===== src/rtl/alu_share_arb.sv =====
// Purpose : shares one combinational ALU between an EX-stage port (0) and a helper-unit port (1).
// Latency : request accepted in cycle N gives resp_valid in cycle N+2; next accept no earlier than N+3.
// Backpress: a held response (resp_ready low) blocks both request ports; losers are not latched.
//
// Ports:
//   clk, rst_n                    clock, asynchronous active-low reset
//   req_*_0 / req_*_1             request valid/ready plus ctrl, operands and shift amount per port
//   resp_valid_x / resp_ready_x   per-port response handshake; resp_r/cout/ovf/ze/err are shared
//   alu_ctrl/a/b/shamt            registered operands driven to the external ALU
//   alu_r/cout/ovf/ze             ALU result and flags, captured one cycle after issue
//
// Optional feature macro: ALU_SHARE_ARB_ILLEGAL_CHK_EN
//   defined   : ctrl[3]=1 codes bypass the ALU and answer one cycle after accept with resp_err=1
//   undefined : every code goes to the ALU and resp_err is tied low
module alu_share_arb #(
    parameter int ARB_MODE = 0,
    parameter int CTRL_W   = 4,
    parameter int DATA_W   = 32
) (
    input  logic              clk,
    input  logic              rst_n,

    input  logic              req_valid_0,
    output logic              req_ready_0,
    input  logic [CTRL_W-1:0] req_ctrl_0,
    input  logic [DATA_W-1:0] req_a_0,
    input  logic [DATA_W-1:0] req_b_0,
    input  logic [4:0]        req_shamt_0,

    input  logic              req_valid_1,
    output logic              req_ready_1,
    input  logic [CTRL_W-1:0] req_ctrl_1,
    input  logic [DATA_W-1:0] req_a_1,
    input  logic [DATA_W-1:0] req_b_1,
    input  logic [4:0]        req_shamt_1,

    output logic              resp_valid_0,
    input  logic              resp_ready_0,
    output logic              resp_valid_1,
    input  logic              resp_ready_1,
    output logic [DATA_W-1:0] resp_r,
    output logic              resp_cout,
    output logic              resp_ovf,
    output logic              resp_ze,
    output logic              resp_err,

    output logic [CTRL_W-1:0] alu_ctrl,
    output logic [DATA_W-1:0] alu_a,
    output logic [DATA_W-1:0] alu_b,
    output logic [4:0]        alu_shamt,
    input  logic [DATA_W-1:0] alu_r,
    input  logic              alu_cout,
    input  logic              alu_ovf,
    input  logic              alu_ze
);

    typedef enum logic [1:0] {
        IDLE = 2'd0,
        EXEC = 2'd1,
        RESP = 2'd2
    } state_t;

    state_t              state_q;
    logic                last_grant_q;
    logic                owner_q;
    logic [CTRL_W-1:0]   alu_ctrl_q;
    logic [DATA_W-1:0]   alu_a_q;
    logic [DATA_W-1:0]   alu_b_q;
    logic [4:0]          alu_shamt_q;
    logic [DATA_W-1:0]   resp_r_q;
    logic                resp_cout_q;
    logic                resp_ovf_q;
    logic                resp_ze_q;
    logic                resp_valid_0_q;
    logic                resp_valid_1_q;

    logic                grant_d;
    logic                accept_d;
    logic [CTRL_W-1:0]   sel_ctrl_d;
    logic [DATA_W-1:0]   sel_a_d;
    logic [DATA_W-1:0]   sel_b_d;
    logic [4:0]          sel_shamt_d;
    logic                resp_rdy_own_d;

    // Tie-break: round-robin picks the port that did not win last, fixed
    // priority always picks port 0. A lone valid request always wins.
    always_comb begin
        if (req_valid_0 && req_valid_1) begin
            grant_d = (ARB_MODE == 1) ? 1'b0 : ~last_grant_q;
        end else begin
            grant_d = ~req_valid_0;
        end
    end

    assign accept_d    = (state_q == IDLE) && (req_valid_0 || req_valid_1);
    assign req_ready_0 = (state_q == IDLE) && req_valid_0 && !grant_d;
    assign req_ready_1 = (state_q == IDLE) && req_valid_1 &&  grant_d;

    assign sel_ctrl_d  = grant_d ? req_ctrl_1  : req_ctrl_0;
    assign sel_a_d     = grant_d ? req_a_1     : req_a_0;
    assign sel_b_d     = grant_d ? req_b_1     : req_b_0;
    assign sel_shamt_d = grant_d ? req_shamt_1 : req_shamt_0;

    // Only the owner's ready can release the response.
    assign resp_rdy_own_d = owner_q ? resp_ready_1 : resp_ready_0;

`ifdef ALU_SHARE_ARB_ILLEGAL_CHK_EN
    logic resp_err_q;
    assign resp_err = resp_err_q;
`else
    assign resp_err = 1'b0;
`endif

    always_ff @(posedge clk or negedge rst_n) begin
        if (!rst_n) begin
            state_q        <= IDLE;
            last_grant_q   <= 1'b1;
            owner_q        <= 1'b0;
            alu_ctrl_q     <= '0;
            alu_a_q        <= '0;
            alu_b_q        <= '0;
            alu_shamt_q    <= '0;
            resp_r_q       <= '0;
            resp_cout_q    <= 1'b0;
            resp_ovf_q     <= 1'b0;
            resp_ze_q      <= 1'b0;
            resp_valid_0_q <= 1'b0;
            resp_valid_1_q <= 1'b0;
`ifdef ALU_SHARE_ARB_ILLEGAL_CHK_EN
            resp_err_q     <= 1'b0;
`endif
        end else begin
            case (state_q)
                IDLE: begin
                    if (accept_d) begin
                        owner_q      <= grant_d;
                        last_grant_q <= grant_d;
`ifdef ALU_SHARE_ARB_ILLEGAL_CHK_EN
                        // Illegal codes never reach the ALU; answer directly
                        // with a zeroed result and the error flag.
                        if (sel_ctrl_d[3]) begin
                            resp_r_q       <= '0;
                            resp_cout_q    <= 1'b0;
                            resp_ovf_q     <= 1'b0;
                            resp_ze_q      <= 1'b0;
                            resp_err_q     <= 1'b1;
                            resp_valid_0_q <= ~grant_d;
                            resp_valid_1_q <=  grant_d;
                            state_q        <= RESP;
                        end else
`endif
                        begin
                            alu_ctrl_q  <= sel_ctrl_d;
                            alu_a_q     <= sel_a_d;
                            alu_b_q     <= sel_b_d;
                            alu_shamt_q <= sel_shamt_d;
                            state_q     <= EXEC;
                        end
                    end
                end
                EXEC: begin
                    // ALU has had a full cycle to settle on the registered operands.
                    resp_r_q       <= alu_r;
                    resp_cout_q    <= alu_cout;
                    resp_ovf_q     <= alu_ovf;
                    resp_ze_q      <= alu_ze;
`ifdef ALU_SHARE_ARB_ILLEGAL_CHK_EN
                    resp_err_q     <= 1'b0;
`endif
                    resp_valid_0_q <= ~owner_q;
                    resp_valid_1_q <=  owner_q;
                    state_q        <= RESP;
                end
                RESP: begin
                    if (resp_rdy_own_d) begin
                        resp_valid_0_q <= 1'b0;
                        resp_valid_1_q <= 1'b0;
`ifdef ALU_SHARE_ARB_ILLEGAL_CHK_EN
                        resp_err_q     <= 1'b0;
`endif
                        state_q        <= IDLE;
                    end
                end
                default: begin
                    state_q <= IDLE;
                end
            endcase
        end
    end

    assign alu_ctrl     = alu_ctrl_q;
    assign alu_a        = alu_a_q;
    assign alu_b        = alu_b_q;
    assign alu_shamt    = alu_shamt_q;
    assign resp_r       = resp_r_q;
    assign resp_cout    = resp_cout_q;
    assign resp_ovf     = resp_ovf_q;
    assign resp_ze      = resp_ze_q;
    assign resp_valid_0 = resp_valid_0_q;
    assign resp_valid_1 = resp_valid_1_q;

endmodule


===== config.mk =====
export PLATFORM = sky130hd
export DESIGN_NAME = alu_share_arb
export DESIGN_NICKNAME = d
export VERILOG_FILES = /design/src/rtl/alu_share_arb.sv
export SDC_FILE = /design/constraint.sdc
export NUM_CORES = 1
export LEC_CHECK = 0
export ABC_AREA = 1
export BUFFER_PORTS_ARGS = -buffer_cell sky130_fd_sc_hd__buf_4
export CORE_AREA = 2 2 115 117
export CTS_BUF_LIST = sky130_fd_sc_hd__clkbuf_8 sky130_fd_sc_hd__clkbuf_16
export CTS_CLUSTER_DIAMETER = 80
export DETAILED_ROUTE_END_ITERATION = 10
export DIE_AREA = 0 0 117 119
export GPL_TIMING_DRIVEN = 0
export PLACE_DENSITY_LB_ADDON = 0.05
export SYNTH_ARGS = -nofsm -noshare
export SYNTH_HDL_FRONTEND = slang
export SYNTH_SLANG_ARGS = --single-unit
export TNS_END_PERCENT = 20

===== constraint.sdc =====
create_clock -name clk -period 2.05 [get_ports clk]
set_input_delay 0.41 -clock clk [delete_from_list [all_inputs] [get_ports clk]]
set_output_delay 0.41 -clock clk [all_outputs]
set_load 0.05 [all_outputs]

# Yosys cells after proc, flatten, opt, wreduce, memory -nomap -nowiden
# Index checks and enable logic that the tools add are counted.
# op_classes
bitwise	3
n_eq_ne	4
reduce_logical	13
muxes	12
# ops
operator	count
2-to-1 mux 32 bit	2
logical AND 1 bit	6
case mux 2 bit (3 select lines)	1
AND reduction 2 bit	3
2-to-1 mux 5 bit	1
2-to-1 mux 2 bit	2
2-to-1 mux 4 bit	1
!= test 2 bit, second input constant	2
case mux 1 bit (2 select lines)	2
2-to-1 mux 1 bit	3
NOT 1 bit	3
equality test 2 x 1 -> 1 bit, second input constant	1
equality test 2 bit, second input constant	1
logical NOT 2 bit	1
nonzero test 2 bit	1
logical NOT 1 bit	1
logical OR 1 bit	1
# word_totals
register_bits	114
out_inout_bits	113

# Logic depth before layout (Yosys ltp)
# Gate-level depths: netlist of the first run.
# depth
word_depth	4
depth_mapped	8
depth_no_buf	6

# Least setup slack after synthesis of the first run
# OpenSTA, ideal clock, no wires.
# synth_timing
kind	register -> output
startpoint	register last_grant_q
endpoint	output port req_ready_0
arrival_ns	1.506
setup_slack_ns	0.134
path_stages_with_launch	6
t_required_ns	1.640
n_path_buf	1
path_cell_list	dfstp_2 > inv_1 > nand2_1 > nand2_1 > clkbuf_1 > nor2_1
# synth_between
elab_chain_len	4
# synth_rtl
item	line_no	rtl
from (decl)	64	logic last_grant_q;
from (signal assigned)	137	last_grant_q <= grant_d;
NOT 1 bit	89	grant_d = (ARB_MODE == 1) ? 1'b0 : ~last_grant_q;
2-to-1 mux 1 bit	88	if (req_valid_0 && req_valid_1) begin
logical NOT 1 bit	96	assign req_ready_0 = (state_q == IDLE) && req_valid_0 && !grant_d;
logical AND 1 bit	96	
to (decl)	24	output logic req_ready_0,
# No other way between the ends.

# Final worst setup path of the first run
# layout_timing
startpoint	register last_grant_q
endpoint	output port req_ready_1
# layout_between
elab_chain_len	3
# layout_rtl
item	line_no	rtl
NOT 1 bit	89	
2-to-1 mux 1 bit	88	
logical AND 1 bit	97	assign req_ready_1 = (state_q == IDLE) && req_valid_1 && grant_d;
to (decl)	31	output logic req_ready_1,
# No other way between the ends.

==> summary.txt, run 1 <==
Outcome
  • Status: finished clean

Global routing
  • Global-route wire length before repair: 27.8 mm
  • Initial antenna violation count: 0
  • Vias in the first global route: 5664
  • Gr usage total: 0.256
  • Total congestion overflow: 0
  • Largest net degree at the start of global routing: 83
  • M2 GR Usage: 0.430
  • Met3 GRT Util: 0.0855
  • Gr busiest metal: met2
  • M1 GR Usage: 0.309

Critical path
  • R2R Path Start: last_grant_q
  • R2R Setup Slk: around 0.45 ns
  • Kind of critical path: reg -> out
  • Startpoint types: register
  • Critical path fanouts, max: 12
  • Arr. time, crit path: between 1.5 and 2 ns
  • Reg-to-Reg End: alu_b[8]
  • CP endpoint kind: output pin
  • R2R depth: 7
  • Required time of the critical path: 1.64 ns

STA
  • Minimum clock period: just under 2 ns
  • Final setup TNS: 0 ns
  • # setup viols final: 0
  • Setup Skew: 0.00828 ns
  • Setup repair after global routing missed its margin: no
  • Fmax: around 510 MHz
  • Hold Vio Cnt, Final: 0
  • Final worst setup slack: 0.104 ns
  • Final Cycle Share: 0.949
  • Final Slew Violations: 0

Placed design
  • Area post-placement: 8210 sq um
  • PortBufs: a little under 300
  • GP Congestion: 0.835
  • Pre-CTS setup slack: around 0.15 ns
  • Final HPWL from detailed placement: 13.1 mm
  • DP Cell Count: 1283

Final layout
  • Final core utilization: 0.693
  • Synthesis-to-finish area growth: 56.0%
  • Most common cell after layout, fill and taps aside: nand2_1
  • Final #Nets: 1317
  • Post-Layout Cell Count: 1319
  • Final Cell Area: 8920 sq um
  • Antenna diodes: 0
  • Commonest cells after routing, fill and taps aside: nand2_1 (336), buf_4 (304), inv_1 (151)
  • Layout cells sized above 1: 0.336

Min path
  • Worst Hold End: resp_r[8]
  • Tightest Hold Check Type: in -> reg
  • Hold_sp: alu_r[8]
  • Hold Path Cell Cnt: 3

Job
  • MaxCap Viol Count: 0

Power and ir drop
  • P_int: 8340 uW
  • Clock power share: 0.198
  • Worst VDD drop: 0.845 mV
  • Power Density: 1850 nW/um^2
  • Static leakage: 0.00546 uW
  • Logic pwr share: 0.559
  • Net Switching: 8200 uW
  • Reg power frac: 0.243
  • Switching Fraction: 0.496

Floorplan
  • Overall die height: 119 microns
  • IO Count: 300
  • Num rows: 42
  • Die width: 117 microns
  • Core ar.: 12900 sq um
  • Initial Util: 0.444
  • Die area: 13900 sq um

Clocking
  • H-tree levels: 4
  • Worst-Skew Late Latency: 0.41 ns
  • CTS root buf: clkbuf_16
  • CTS tree: done
  • Clock slew at reported path FFs: 0.05 ns
  • Clock sink total: 114
  • Clock buffer depth: 2
  • CTS Buf Count: 17

Yosys
  • Yosys warning count: 0
  • Syn Std Cell Area: 5720 sq um
  • Syn Nets: 995
  • Sequential area share after synthesis: 0.499
  • Post-Syn Area per Cell: 7.08 sq um
  • Yosys cell types: 13
  • Flop and latch count out of synthesis: 114
  • Gate Count Post-Synth: 808

Drt
  • Vias post-DR: 5992
  • Remaining DRCs: 0
  • Initial DRC count: 414
  • WL/cell: 13.3 microns
  • Via/cell ratio: 4.54
  • Post-DRT Antenna Nets: 0
  • Routed WL: 17.6 mm
  • Pre-Repair DR Iteration Count: 4
sequential cells by signal (all words and copies together) (netlist names):
name and flops:
resp_ze 1, state_q 2, resp_valid_0 1, alu_ctrl 4
alu_shamt 5, resp_ovf 1, owner_q 1, resp_valid_1 1
alu_b 32, alu_a 32, last_grant_q 1, resp_cout 1
resp_r 32
worst max-delay path, stage by stage (launching register included):
cell,delay [ns]
dfstp_2,0.51
inv_1,0.04
nand2_1,0.11
nand2_4,0.12
nand2_1,0.13
inv_1,0.06
buf_6,0.15
final cells by class:
class                   instances  area (sq um)
fillers                      1118          3950
clock buffers                  19           453
multi-input cells             494          2060
inverters                     153           574
repair buffers                304          2310
flip-flops and latches        114          2850
well taps                     176           220
plain buffers                  46           243
clock inverters                13           206
routing by layer:
layer,vias up,wire length [microns]
met4,0,398
met5,-,0
met1,2700,6890
met3,27,1620
li1,3043,-
met2,222,8680
Yosys cell counts:
cell	n	share of area
nor2_4	1	0.0020
buf_4	5	0.0066
o21ai_0	2	0.0017
nand3_1	149	0.13
nor2_1	3	0.0020
conb_1	1	0.00066
dfstp_2	1	0.0046
buf_2	38	0.033
inv_2	2	0.0013
nand2_1	338	0.22
dfrtp_1	113	0.49
clkbuf_1	4	0.0026
inv_1	151	0.099
cell families (layout without fill, tap and decap cells):
logic type | count (synthesis) | in the layout | share of synthesized area
and+or+nand+nor | 491 | 491 | 0.356
buffers and inverters | 200 | 535 | 0.143
DFF | 114 | 114 | 0.499
AOI/OAI and AO/OA | 2 | 2 | 0.00175
other | 1 | 1 | 0.000655
per-stage QoR:
stage / total power [uW] / hold slack, ns
2_1_floorplan: 10200 / 0.114
3_3_place_gp: 13100 / 0.464
3_5_place_dp: 13300 / 0.320
4_1_cts: 16600 / 0.186
5_1_grt: 17500 / 0.200
6_report: 16500 / 0.198
worst max path at each step:
stage | startpoint | to | slack (ns) | depth (start not counted)
after global routing | last_grant_q | req_ready_1 | 0.009 | 6
after floorplan | last_grant_q | req_ready_0 | 0.13 | 5
after CTS | state_q[1] | req_ready_1 | 0.02 | 7
after detailed placement | req_valid_1 | req_ready_1 | 0.15 | 7
after global placement | req_valid_1 | req_ready_1 | 0.15 | 7
final | last_grant_q | req_ready_1 | 0.10 | 6
timing repair:
item	CTS	global route
endpoints found under the hold margin	32	0
resized for setup	3	2
pin swaps	1	0
buffers inserted	1	3
setup endpoints to repair	2	2
hold buffers	1	0
power by group through the flow:
stage	clock network (uW)	registers, uW	logic (uW)
floorplan	0	7760	2420
global placement	0	3990	9140
detailed placement	0	4020	9230
CTS	3310	4020	9280
global route	3420	4150	9920
finish	3270	4020	9250
(Power assumes the default switching activity.)
==> inputs of run 2 (changes only) <==
- CORE_AREA: 2 2 115 117 -> 2 2 116 118
- CTS_BUF_LIST: sky130_fd_sc_hd__clkbuf_8 sky130_fd_sc_hd__clkbuf_16 -> sky130_fd_sc_hd__clkbuf_8
- DIE_AREA: 0 0 117 119 -> 0 0 118 120
==> run 2 against run 1 <==
Cell count decreased by 0.15%. Worst hold slack lost 0.031 ns. Sequential cell count did not move. Die area is 1.7% higher. Power fell by 5.1%. Largest cell class unchanged. Largest power group unchanged. First-iteration DRC count decreased by 23%. Register-to-register slack gained 0.02 ns. Critical path type unchanged. Worst setup slack gained 0.0060 ns. Critical endpoint is now req_ready_0. Final area decreased by 2.3%.
==> summary.txt, run 2 (synthesized netlist as in run 1, its figures left out) <==
STA
  • Minimum clock period: 1.94 ns (-0.00600 ns)
  • Slew Limit Headroom: 0.648
  • # setup viols final: 0 (unchanged)
  • Final setup TNS: 0 ns (unchanged)
  • Final Cycle Share: 0.946 (-0.00293)
  • Setup repair after global routing missed its margin: no
  • Fmax: 516 MHz (+0.31%)
  • Setup Skew: 0.00927 ns (+0.000990 ns)
  • Final Slew Violations: 0 (unchanged)
  • Hold Vio Cnt, Final: 0 (unchanged)
  • Worst Tran Pin Value: 0.527 ns

Final layout
  • Synthesis-to-finish area growth: 52.4%
  • Most common cell after layout, fill and taps aside: nand2_1
  • Final #Nets: 1315 (-0.15%)
  • Antenna diodes: 0 (unchanged)
  • Layout cells sized above 1: 0.336 (about the same)
  • Commonest cells after routing, fill and taps aside: nand2_1 (335), buf_4 (301), inv_1 (151)
  • Final core utilization: 0.672 (-0.0211)

Floorplan
  • IO Count: 300 (unchanged)
  • Initial Util: 0.441 (-0.00360)
  • Die width: 118 microns (+0.85%)
  • Core ar.: 13000 sq um (+0.82%)
  • Num rows: 42 (unchanged)
  • Die area: 14200 sq um (+1.7%)
  • Overall die height: 120 microns (+0.84%)

Critical path
  • Kind of critical path: reg -> out
  • Critical path fanouts, max: 12 (unchanged)
  • Required time of the critical path: 1.64 ns (about the same)
  • CP endpoint kind: output pin
  • R2R Setup Slk: 0.47 ns (+0.02 ns)
  • Startpoint types: register
  • Arr. time, crit path: 1.53 ns (about the same)

Clocking
  • Clock buffer depth: 2 (unchanged)
  • CTS Buf Count: 17 (unchanged)
  • H-tree levels: 4 (unchanged)
  • CTS root buf: clkbuf_8
  • Worst-Skew Late Latency: 0.43 ns (+0.02 ns)
  • Clock slew at reported path FFs: 0.08 ns (+0.03 ns)
  • Clock sink total: 114 (unchanged)
  • CTS tree: done

Job
  • MaxCap Viol Count: 0 (unchanged)

Global routing
  • Largest net degree at the start of global routing: 67 (-19%)
  • Global-route wire length before repair: 28.4 mm (+2.3%)
  • Gr usage total: 0.255 (-0.00153)
  • Initial antenna violation count: 0 (unchanged)
  • Total congestion overflow: 0 (unchanged)
  • Vias in the first global route: 5829 (+2.9%)

Placed design
  • PortBufs: 298 (unchanged)
  • GP Congestion: 0.833 (-0.30%)
  • Final HPWL from detailed placement: 13.1 mm (-0.23%)

Drt
  • Pre-Repair DR Iteration Count: 4 (unchanged)
  • Via/cell ratio: 4.53 (-0.20%)
  • WL/cell: 13.3 microns (-0.24%)
  • Routed WL: 17.5 mm (-0.39%)
  • Post-DRT Antenna Nets: 0 (unchanged)
  • Vias post-DR: 5971 (-0.35%)
  • Initial DRC count: 317 (-23%)
  • Remaining DRCs: 0 (unchanged)

Outcome
  • Status: finished clean

Min path
  • Tightest Hold Check Type: in -> reg

Power and ir drop
  • Power Density: 1800 nW/um^2 (-2.9%)
  • Worst VDD drop: 0.794 mV (-6.0%)
  • Static leakage: 0.00535 uW (-2.0%)
## run 2: changes by cell type in the layout (fill, tap and decap cells not counted)
cell,previous run,this run
nand2_2,1,2
clkbuf_8,2,17
clkinvlp_4,2,4
clkbuf_16,17,0
nand2_1,336,335
buf_4,304,301
clkinv_2,3,0
clkinv_4,2,4
inv_6,1,2
buf_6,3,4
## run 2: final timing paths
check                             start            to  cells after the start
max                        last_grant_q   req_ready_0                      5
min                           alu_r[16]    resp_r[16]                      3
max reg2reg                last_grant_q     alu_a[20]                      7
min reg2reg                   alu_b[23]     alu_b[23]                      2
max in group asynchronous         rst_n  last_grant_q                      3
min in group asynchronous         rst_n     alu_a[25]                      2
## run 2: worst max-delay path: stages (launching register included)
cell and delay, ns:
dfstp_2 0.53, inv_1 0.04, nand2_1 0.10, nand2_4 0.12, nor2_1 0.13, buf_6 0.18
## run 2: metrics by stage
| stage | std cells | hold slack, ns | total power [uW] | area [sq um] | setup WS [ns] |
|---|---|---|---|---|---|
| detailed placement | 1283 | 0.386 | 13300 | 8210 | 0.186 |
| finish | 1317 | 0.167 | 15700 | 8720 | 0.110 |
| global placement | 1282 | 0.464 | 13100 | 8180 | 0.187 |
| CTS | 1317 | 0.143 | 15800 | 8710 | 0.0149 |
| floorplan | 808 | 0.114 | 10200 | 5720 | 0.134 |
| global route | 1317 | 0.147 | 16600 | 8720 | 0.00410 |
## run 2: layout make-up
cell class	instances	area [sq um]
clock buffer	17	234
timing repair buffer	302	2300
clock inverter	15	233
sequential	114	2850
buffer	46	243
multi-input combinational	494	2060
fill	1216	4260
inverter	153	574
tap	176	220
## run 2: layer usage
metal  share of wire  wire length, microns  GRT usage  vias up
li1                -                     -          -     3043
met1            0.42                  7310      0.304     2676
met2            0.48                  8480      0.427      213
met3           0.067                  1180     0.0746       39
met4           0.032                   552      0.117        0
met5               0                     0          0        -
## run 2: repair_timing
action	CTS	global route
hold buffers	1	0
pin swaps	1	0
gates resized for setup	4	3
setup buffers	2	0
endpoints found under the setup margin	2	2
endpoints found under the hold margin	48	0
## run 2: power by group
| part | internal (uW) | leakage (uW) | switching, uW |
|---|---|---|---|
| Clock | 1460 | 0.000219 | 994 |
| Combinational | 2690 | 0.00375 | 6520 |
| Sequential | 3400 | 0.00139 | 633 |
| Total | 7550 | 0.00535 | 8140 |
